### config.mk
export PLATFORM = sky130hd
export DESIGN_NAME = bin_bcd_scanner
export DESIGN_NICKNAME = d
export VERILOG_FILES = /design/src/rtl/bin_bcd_scanner.sv
export SDC_FILE = /design/constraint.sdc
export NUM_CORES = 1
export LEC_CHECK = 0
export BUFFER_PORTS_ARGS = -buffer_cell sky130_fd_sc_hd__buf_2
export CORE_ASPECT_RATIO = 1.4
export CORE_MARGIN = 5
export CORE_UTILIZATION = 30
export DETAILED_ROUTE_END_ITERATION = 10
export GPL_TIMING_DRIVEN = 1
export PLACE_DENSITY = 0.5
export SYNTH_ARGS = -nofsm -noshare
export SYNTH_HDL_FRONTEND = slang
export SYNTH_SLANG_ARGS = --single-unit
### constraint.sdc
create_clock -name clk -period 5.68 [get_ports clk]
set_input_delay 0.568 -clock clk [delete_from_list [all_inputs] [get_ports clk]]
set_output_delay 0.568 -clock clk [all_outputs]
set_load 0.05 [all_outputs]
### src/rtl/bin_bcd_scanner.sv
// Binary-to-BCD converter (sequential double-dabble) feeding a multiplexed
// common-anode display scanner with optional leading-zero blanking.
module bin_bcd_scanner #(
  parameter int unsigned BIN_W    = 14,
  parameter int unsigned DIGITS   = 4,
  parameter int unsigned SCAN_DIV = 50000
) (
  input  logic                  clk,
  input  logic                  rst_n,
  input  logic [BIN_W-1:0]      bin_in,
  input  logic                  load,
  input  logic                  blank_lz,
  output logic                  busy,
  output logic                  done,
  output logic                  overflow,
  output logic [4*DIGITS-1:0]   bcd_all,
  output logic [3:0]            bcd_out,
  output logic [DIGITS-1:0]     an_n
);

  localparam int unsigned BcdW = 4 * DIGITS;
  localparam int unsigned CntW = $clog2(BIN_W + 1);
  localparam int unsigned PreW = $clog2(SCAN_DIV);
  localparam int unsigned IdxW = (DIGITS > 1) ? $clog2(DIGITS) : 1;

  localparam logic [63:0]     MaxVal  = 64'(10 ** DIGITS - 1);
  localparam logic [CntW-1:0] CntInit = CntW'(BIN_W);
  localparam logic [PreW-1:0] PreLast = PreW'(SCAN_DIV - 1);
  localparam logic [IdxW-1:0] IdxLast = IdxW'(DIGITS - 1);

  typedef enum logic [1:0] {StIdle, StShift, StLatch} state_e;

  state_e            state_q;
  logic [BIN_W-1:0]  shift_q;
  logic [BcdW-1:0]   scratch_q;
  logic [BcdW-1:0]   scratch_adj;
  logic [CntW-1:0]   cnt_q;
  logic              ovf_pend_q;
  logic              busy_q;
  logic              done_q;
  logic              ovf_q;
  logic [BcdW-1:0]   bcd_q;

  logic [PreW-1:0]   presc_q;
  logic [IdxW-1:0]   idx_q;
  logic [IdxW-1:0]   idx_nxt;
  logic [DIGITS-1:0] an_q;
  logic [DIGITS-1:0] an_nxt;
  logic [3:0]        code_q;
  logic [3:0]        code_nxt;
  logic              zero_above;

  // Add-3 correction applied to every nibble before each shift.
  always_comb begin
    scratch_adj = scratch_q;
    for (int k = 0; k < DIGITS; k++) begin
      if (scratch_q[4*k +: 4] >= 4'd5) begin
        scratch_adj[4*k +: 4] = scratch_q[4*k +: 4] + 4'd3;
      end
    end
  end

  always_ff @(posedge clk or negedge rst_n) begin
    if (!rst_n) begin
      state_q    <= StIdle;
      shift_q    <= '0;
      scratch_q  <= '0;
      cnt_q      <= '0;
      ovf_pend_q <= 1'b0;
      busy_q     <= 1'b0;
      done_q     <= 1'b0;
      ovf_q      <= 1'b0;
      bcd_q      <= '0;
    end else begin
      done_q <= 1'b0;
      unique case (state_q)
        StIdle: begin
          if (load) begin
            shift_q    <= bin_in;
            scratch_q  <= '0;
            cnt_q      <= CntInit;
            ovf_pend_q <= (64'(bin_in) > MaxVal);
            busy_q     <= 1'b1;
            state_q    <= StShift;
          end
        end
        StShift: begin
          // Carry out of the top nibble falls off the left end.
          {scratch_q, shift_q} <= {scratch_adj[BcdW-2:0], shift_q, 1'b0};
          cnt_q <= cnt_q - CntW'(1);
          if (cnt_q == CntW'(1)) begin
            state_q <= StLatch;
          end
        end
        StLatch: begin
          bcd_q   <= ovf_pend_q ? '1 : scratch_q;
          ovf_q   <= ovf_pend_q;
          busy_q  <= 1'b0;
          done_q  <= 1'b1;
          state_q <= StIdle;
        end
        default: state_q <= StIdle;
      endcase
    end
  end

  // Code for the digit that becomes active at the next index advance.
  always_comb begin
    idx_nxt    = (idx_q == IdxLast) ? '0 : idx_q + IdxW'(1);
    zero_above = 1'b1;
    for (int k = 0; k < DIGITS; k++) begin
      if ((k >= int'(idx_nxt)) && (bcd_q[4*k +: 4] != 4'h0)) begin
        zero_above = 1'b0;
      end
    end
    if (blank_lz && (idx_nxt != '0) && zero_above) begin
      code_nxt = 4'hF;
    end else begin
      code_nxt = bcd_q[{idx_nxt, 2'b00} +: 4];
    end
    an_nxt = ~(DIGITS'(1) << idx_nxt);
  end

  always_ff @(posedge clk or negedge rst_n) begin
    if (!rst_n) begin
      presc_q <= '0;
      idx_q   <= '0;
      an_q    <= ~DIGITS'(1);
      code_q  <= 4'h0;
    end else if (presc_q == PreLast) begin
      presc_q <= '0;
      idx_q   <= idx_nxt;
      an_q    <= an_nxt;
      code_q  <= code_nxt;
    end else begin
      presc_q <= presc_q + PreW'(1);
    end
  end

  assign busy     = busy_q;
  assign done     = done_q;
  assign overflow = ovf_q;
  assign bcd_all  = bcd_q;
  assign bcd_out  = code_q;
  assign an_n     = an_q;

endmodule

# Yosys cells after proc, flatten, opt, wreduce, memory -nomap -nowiden
# Index checks and enable logic that the tools add are counted.
[word_totals]
regBits = 82
in_bits = 18
out_inout_bits = 27
word_cells = 79
[classes]
addsub = 7
n_lt_le_gt_ge = 8
eq_ne = 7
shifts = 2
n_mux = 24
n_bitwise = 1
n_reduce_logical = 17
[ops]
columns = ["operator", "n"]
rows = [
  ["$mux 16", 3],
  ["$pmux 16 s2", 1],
  ["$pmux 14 s2", 1],
  ["$mux 4", 5],
  ["$add 16x1->16 const B", 1],
  ["$eq 16x16->1 const B", 1],
  ["$ge 4x3->1 const B", 4],
  ["$reduce_bool 4->1", 4],
  ["$shiftx 16x5->4", 1],
  ["$gt 14x14->1 const B", 1],
  ["$mux 14", 1],
  ["$add 4x2->4 const B", 3],
  ["$pmux 4 s2", 1],
  ["$reduce_and 2->1", 4],
  ["$mux 1", 6],
  ["$mux 2", 3],
  ["$reduce_bool 2->1", 3],
  ["$logic_and 1x1->1", 5],
  ["$eq 2x2->1 const B", 2],
  ["$eq 4x1->1 const B", 1],
  ["$ge 1x2->1 const A", 2],
  ["$ne 2x2->1 const B", 2],
  ["$not 4->4", 1],
  ["$pmux 2 s2", 1],
  ["9 further kinds", 9],
]

# Logic depth before layout (Yosys ltp)
[logic_depth]
depth_word = 10
depth_mapped = 7
depth_no_buf = 6

# Worst setup path before layout
# Ideal clock, no wire load.
[synth_timing]
kind = "register -> register"
startpoint = "reg idx_q[0]"
endpoint = "reg code_q[0], in the netlist bcd_out[0]"
setup_time_ps = 127
t_arrival_ps = 1664
required_ps = 5553
setup_slack_ps = 3889
stages_incl_launch_ff = 6
n_path_buf = 0
synth_period_minus_slack_ps = 1791
path_cell_list = "dfrtp_1 > ha_1 > nor2_1 > mux4_2 > nor2_1 > a21oi_1"
[synth_via]
elab_chain_len = 10
word_cells_on_any_way = 18
classes_between = "add/sub (1); order compare (3); eq/ne (1); shift (1); mux (6); reduce/logical (6)"
[synth_lines]
columns = ["element", "line_no", "source"]
rows = [
  ["start, declared", "45", "logic [IdxW-1:0] idx_q;"],
  ["start signal, assigned", "132", "idx_q <= idx_nxt;"],
  ["$add 2x1->2 or $eq 2x2->1 (tied branches)", "109", "idx_nxt = (idx_q == IdxLast) ? '0 : idx_q + IdxW'(1);"],
  ["$mux 2 *", "109", ""],
  ["$ge 1x2->1", "112", "if ((k >= int'(idx_nxt)) && (bcd_q[4*k +: 4] != 4'h0)) begin"],
  ["$logic_and 1x1->1", "112", ""],
  ["$mux 1 (4 in a row)", "112", ""],
  ["$logic_and 1x1->1", "116", "if (blank_lz && (idx_nxt != '0) && zero_above) begin"],
  ["$mux 4 *", "116", ""],
  ["end signal, assigned", "134", "code_q <= code_nxt;"],
  ["end, declared", "49", "logic [3:0] code_q;"],
]
# Mark *: on every way between the ends. The rest lies on a longest branch, timed or not.
# A chain may end at the register's enable or synchronous reset.

# Final worst setup path
[layout_timing]
startpoint = "reg state_q[0]"
endpoint = "reg scratch_q[11]"
[layout_via]
elab_chain_len = 3
word_cells_on_any_way = 6
classes_between = "eq/ne (2); mux (1); reduce/logical (3)"
[layout_lines]
columns = ["element", "line_no", "source"]
rows = [
  ["start, declared", "33", "state_e state_q;"],
  ["start signal, assigned", "65", "state_q <= StIdle;"],
  ["start signal, assigned", "84", "state_q <= StShift;"],
  ["start signal, assigned", "92", "state_q <= StLatch;"],
  ["$eq 2x1->1 or $logic_not 2->1 (tied branches)", "76", "unique case (state_q)"],
  ["$reduce_bool 2->1 (no source line) or $ne 2x2->1 (tied branches)", "--", ""],
  ["$reduce_and 2->1 (no source line)", "--", ""],
  ["end signal, assigned", "89", "{scratch_q, shift_q} <= {scratch_adj[BcdW-2:0], shift_q, 1'b0};"],
  ["end, declared", "35", "logic [BcdW-1:0] scratch_q;"],
]
# Parallel ways exist; a longest one is shown, timed or not.

==> results by group <==
Outcome
  – Status: complete, no violations

STA
  – Setup Skew: 0.00591 ns
  – Worst-Margin Slew: 1.17 ns
  – Fmax: about 490 MHz
  – Final hold vios: 0
  – RSZ-0062 raised after global routing: false
  – Final worst path period share: 36.2%
  – Max-slew violations: 0
  – Final hold slack: 0.413 ns
  – Worst rel slew slack: 21.8%
  – Final setup viols: 0
  – Fin crit period: roughly 2.1 ns
  – TNS Setup: 0 ns

Synthesis
  – Synth warn: 0
  – Post-synth EDFFs: 0
  – Netlist Area Pre-Place: 3900 um^2
  – Fraction of the yosys area taken by sequential cells: 52.8%
  – Ys flop type: dfrtp_1
  – Mapped Cells: 399
  – Syn Area/Cell: roughly 9.8 um^2
  – Syn nets: about 430
  – Netlist cell types: between 40 and 50
  – Asr flop ratio synth: 100%
  – #FFs+latches synth: 82

Routing
  – Final antenna-violating net count: 0
  – Drt pass-1 iters: 4
  – Routed vias: 2983
  – Drt wl/cell: 14.8 um
  – Remaining DRCs: 0
  – Via density: 5.00
  – Drt first-iter violations: 133
  – DRT Wirelength: ~8.9 mm

Pwr
  – Worst IR drop on VDD: roughly 200 uV
  – Pwr Density: ~500 nW/um^2
  – Leak pwr: ~2.1 nW
  – Overall Power: 0.00224 W

GRT
  – Number of global-route vias before repair: slightly below 3000
  – Largest net degree at the start of global routing: 83
  – Initial antenna violation count: 0
  – Global-route wire length before repair: about 15 mm
  – Gr usage total: 12.2%
  – GRT Residual Overflow: 0

Placement
  – Post-DP HPWL: between 6 and 7 mm
  – Dpl cells: 581
  – I/O Buffers: 44
  – GPL Wtd Cong: around 0.77

Final layout
  – Most common cell after layout, fill and taps aside: dfrtp_1
  – Post-layout util: between 30% and 40%
  – Area growth syn-to-layout: 16.9%
  – Fillcell total: 1283
  – # nets final: 472
  – Ant. Diodes: 0
  – Share of layout cells above drive strength 1: ~16%
  – Most frequent cells in the layout: 79 x dfrtp_1, 67 x nand2_1, 43 x buf_2
  – Post-route insts no fill: just under 600

Critical path
  – Critical Path Fanout Max: 23
  – Crit path DAT: 2.32 ns
  – CP Capture Type: flop
  – Critical R2R Launch: state_q[0]$_DFFE_PN0P_
  – RR Endpoint: scratch_q[11]$_DFFE_PN0P_
  – Critical path required time: 5.95 ns
  – FF-to-FF setup slack: 3.63 ns
  – Worst Setup Start Kind: flop
  – Crit Path Class: flop to flop
  – FF-to-FF path depth: 5

Floorplanning
  – Core area: 12800 um^2
  – Initial Utilization: around 30%
  – IO Pins: 45
  – Die W: 106 um
  – FP Rows: between 40 and 50
  – Die H: ~140 um
  – Die Area: 15400 um^2

Clocking
  – Clk root buf: clkbuf_16
  – # hold bufs at CTS: 0
  – PostCTS Resize Cnt: 0
  – Num CTS Buffers: 9
  – CTS tree: yes
  – Clock transition at path regs: roughly 0.06 ns
  – Clock Tree Buf Depth: 2
  – # clock sinks: 82
  – Post-CTS Setup Repair Bufs: 0
  – Htree depth: 3
  – Clk_lat worst skew: 0.34 ns

Flow run
  – Max Cap Viol: 0

Hold path
  – Hold Path Class: input port to async pin
==> synthesized netlist by cell type, types with 2 or more instances <==
library cell	n	share of area, %
nor3_1	5	0.64
nand4_1	4	0.64
o21ai_1	6	0.77
o32ai_1	3	0.67
a21oi_1	12	1.5
mux4_2	4	2.3
xnor2_1	8	1.8
inv_1	18	1.7
mux2_2	4	1.2
xor2_1	10	2.2
nand2_1	67	6.5
clkbuf_1	13	1.3
o21ai_0	39	5.0
nor4bb_1	2	0.51
and4_1	2	0.45
buf_2	3	0.39
a22oi_1	13	2.5
and2_1	2	0.32
nand3_1	17	2.2
dfstp_2	3	2.0
nor4_1	6	0.96
or3_1	3	0.48
dfrtp_1	79	51
nor2_1	38	3.7
nand2b_1	5	0.80
ha_1	15	4.8
==> power by group <==
| group | switching [W] | internal [W] |
|---|---|---|
| clock network | 0.000227 | 0.000365 |
| registers | 0.000161 | 0.000744 |
| logic | 0.000477 | 0.000271 |
| total | 0.000864 | 0.00138 |
==> flip-flops by register name, indices dropped and copies added (netlist names) <==
signal and cells:
state_q 2, scratch_q 16, busy 1, cnt_q 4
ovf_pend_q 1, bcd_all 16, an_n 4, presc_q 16
shift_q 14, done 1, overflow 1, bcd_out 4
idx_q 2
==> worst max-delay path by stage <==
stage                                 from                         to  slack (ns)  cells past startpoint
floorplan             idx_q[0]$_DFFE_PN0N_     bcd_out[0]$_DFFE_PN0N_        3.89                      5
global placement                      load  scratch_q[15]$_DFFE_PN0P_        3.33                      6
detailed placement                    load  scratch_q[11]$_DFFE_PN0P_        3.28                      6
CTS                 state_q[0]$_DFFE_PN0P_  scratch_q[11]$_DFFE_PN0P_        3.58                      5
global route        state_q[0]$_DFFE_PN0P_  scratch_q[11]$_DFFE_PN0P_        3.41                      5
finish              state_q[0]$_DFFE_PN0P_  scratch_q[11]$_DFFE_PN0P_        3.63                      5
==> through the flow <==
stage	cell area (um^2)	worst slack (ns)
4_1_cts	4560	3.58
3_5_place_dp	4250	3.28
5_1_grt	4560	3.41
2_1_floorplan	3900	3.89
3_3_place_gp	4250	3.33
6_report	4560	3.63
==> layout make-up <==
type	instances	area, um^2	area share, %
sequential	82	2060	45.1
multi-input combinational	282	1700	37.4
clock buffer	14	264	5.80
timing repair buffer	46	238	5.22
tap	153	191	4.20
inverter	18	67.6	1.48
clock inverter	2	37.5	0.824
==> cell families after synthesis <==
logic type / after synthesis / synth area share, %
AOI/OAI and AO/OA: 80 / 11.9
muxes: 8 / 3.47
and+or+nand+nor: 161 / 19.4
buffers and inverters: 35 / 3.56
xor gates and xnor gates: 18 / 4.05
DFF: 82 / 52.8
adders and majority gates: 15 / 4.82
==> critical path, cell delays in order (launching register included) <==
cell     delay (ns)
dfrtp_1        0.41
nor2b_1        0.14
buf_4          0.21
nor2_1         0.90
o21ai_0        0.22
nand2_1        0.10
==> layer usage <==
metal	vias to the layer above	share of wire [%]	track usage, %
li1	1470	-	-
met1	1441	45	15.2
met2	61	50	20.8
met3	11	3.7	2.53
met4	0	1.9	5.18
met5	-	0	0
Power figures use the tool's default switching activity.
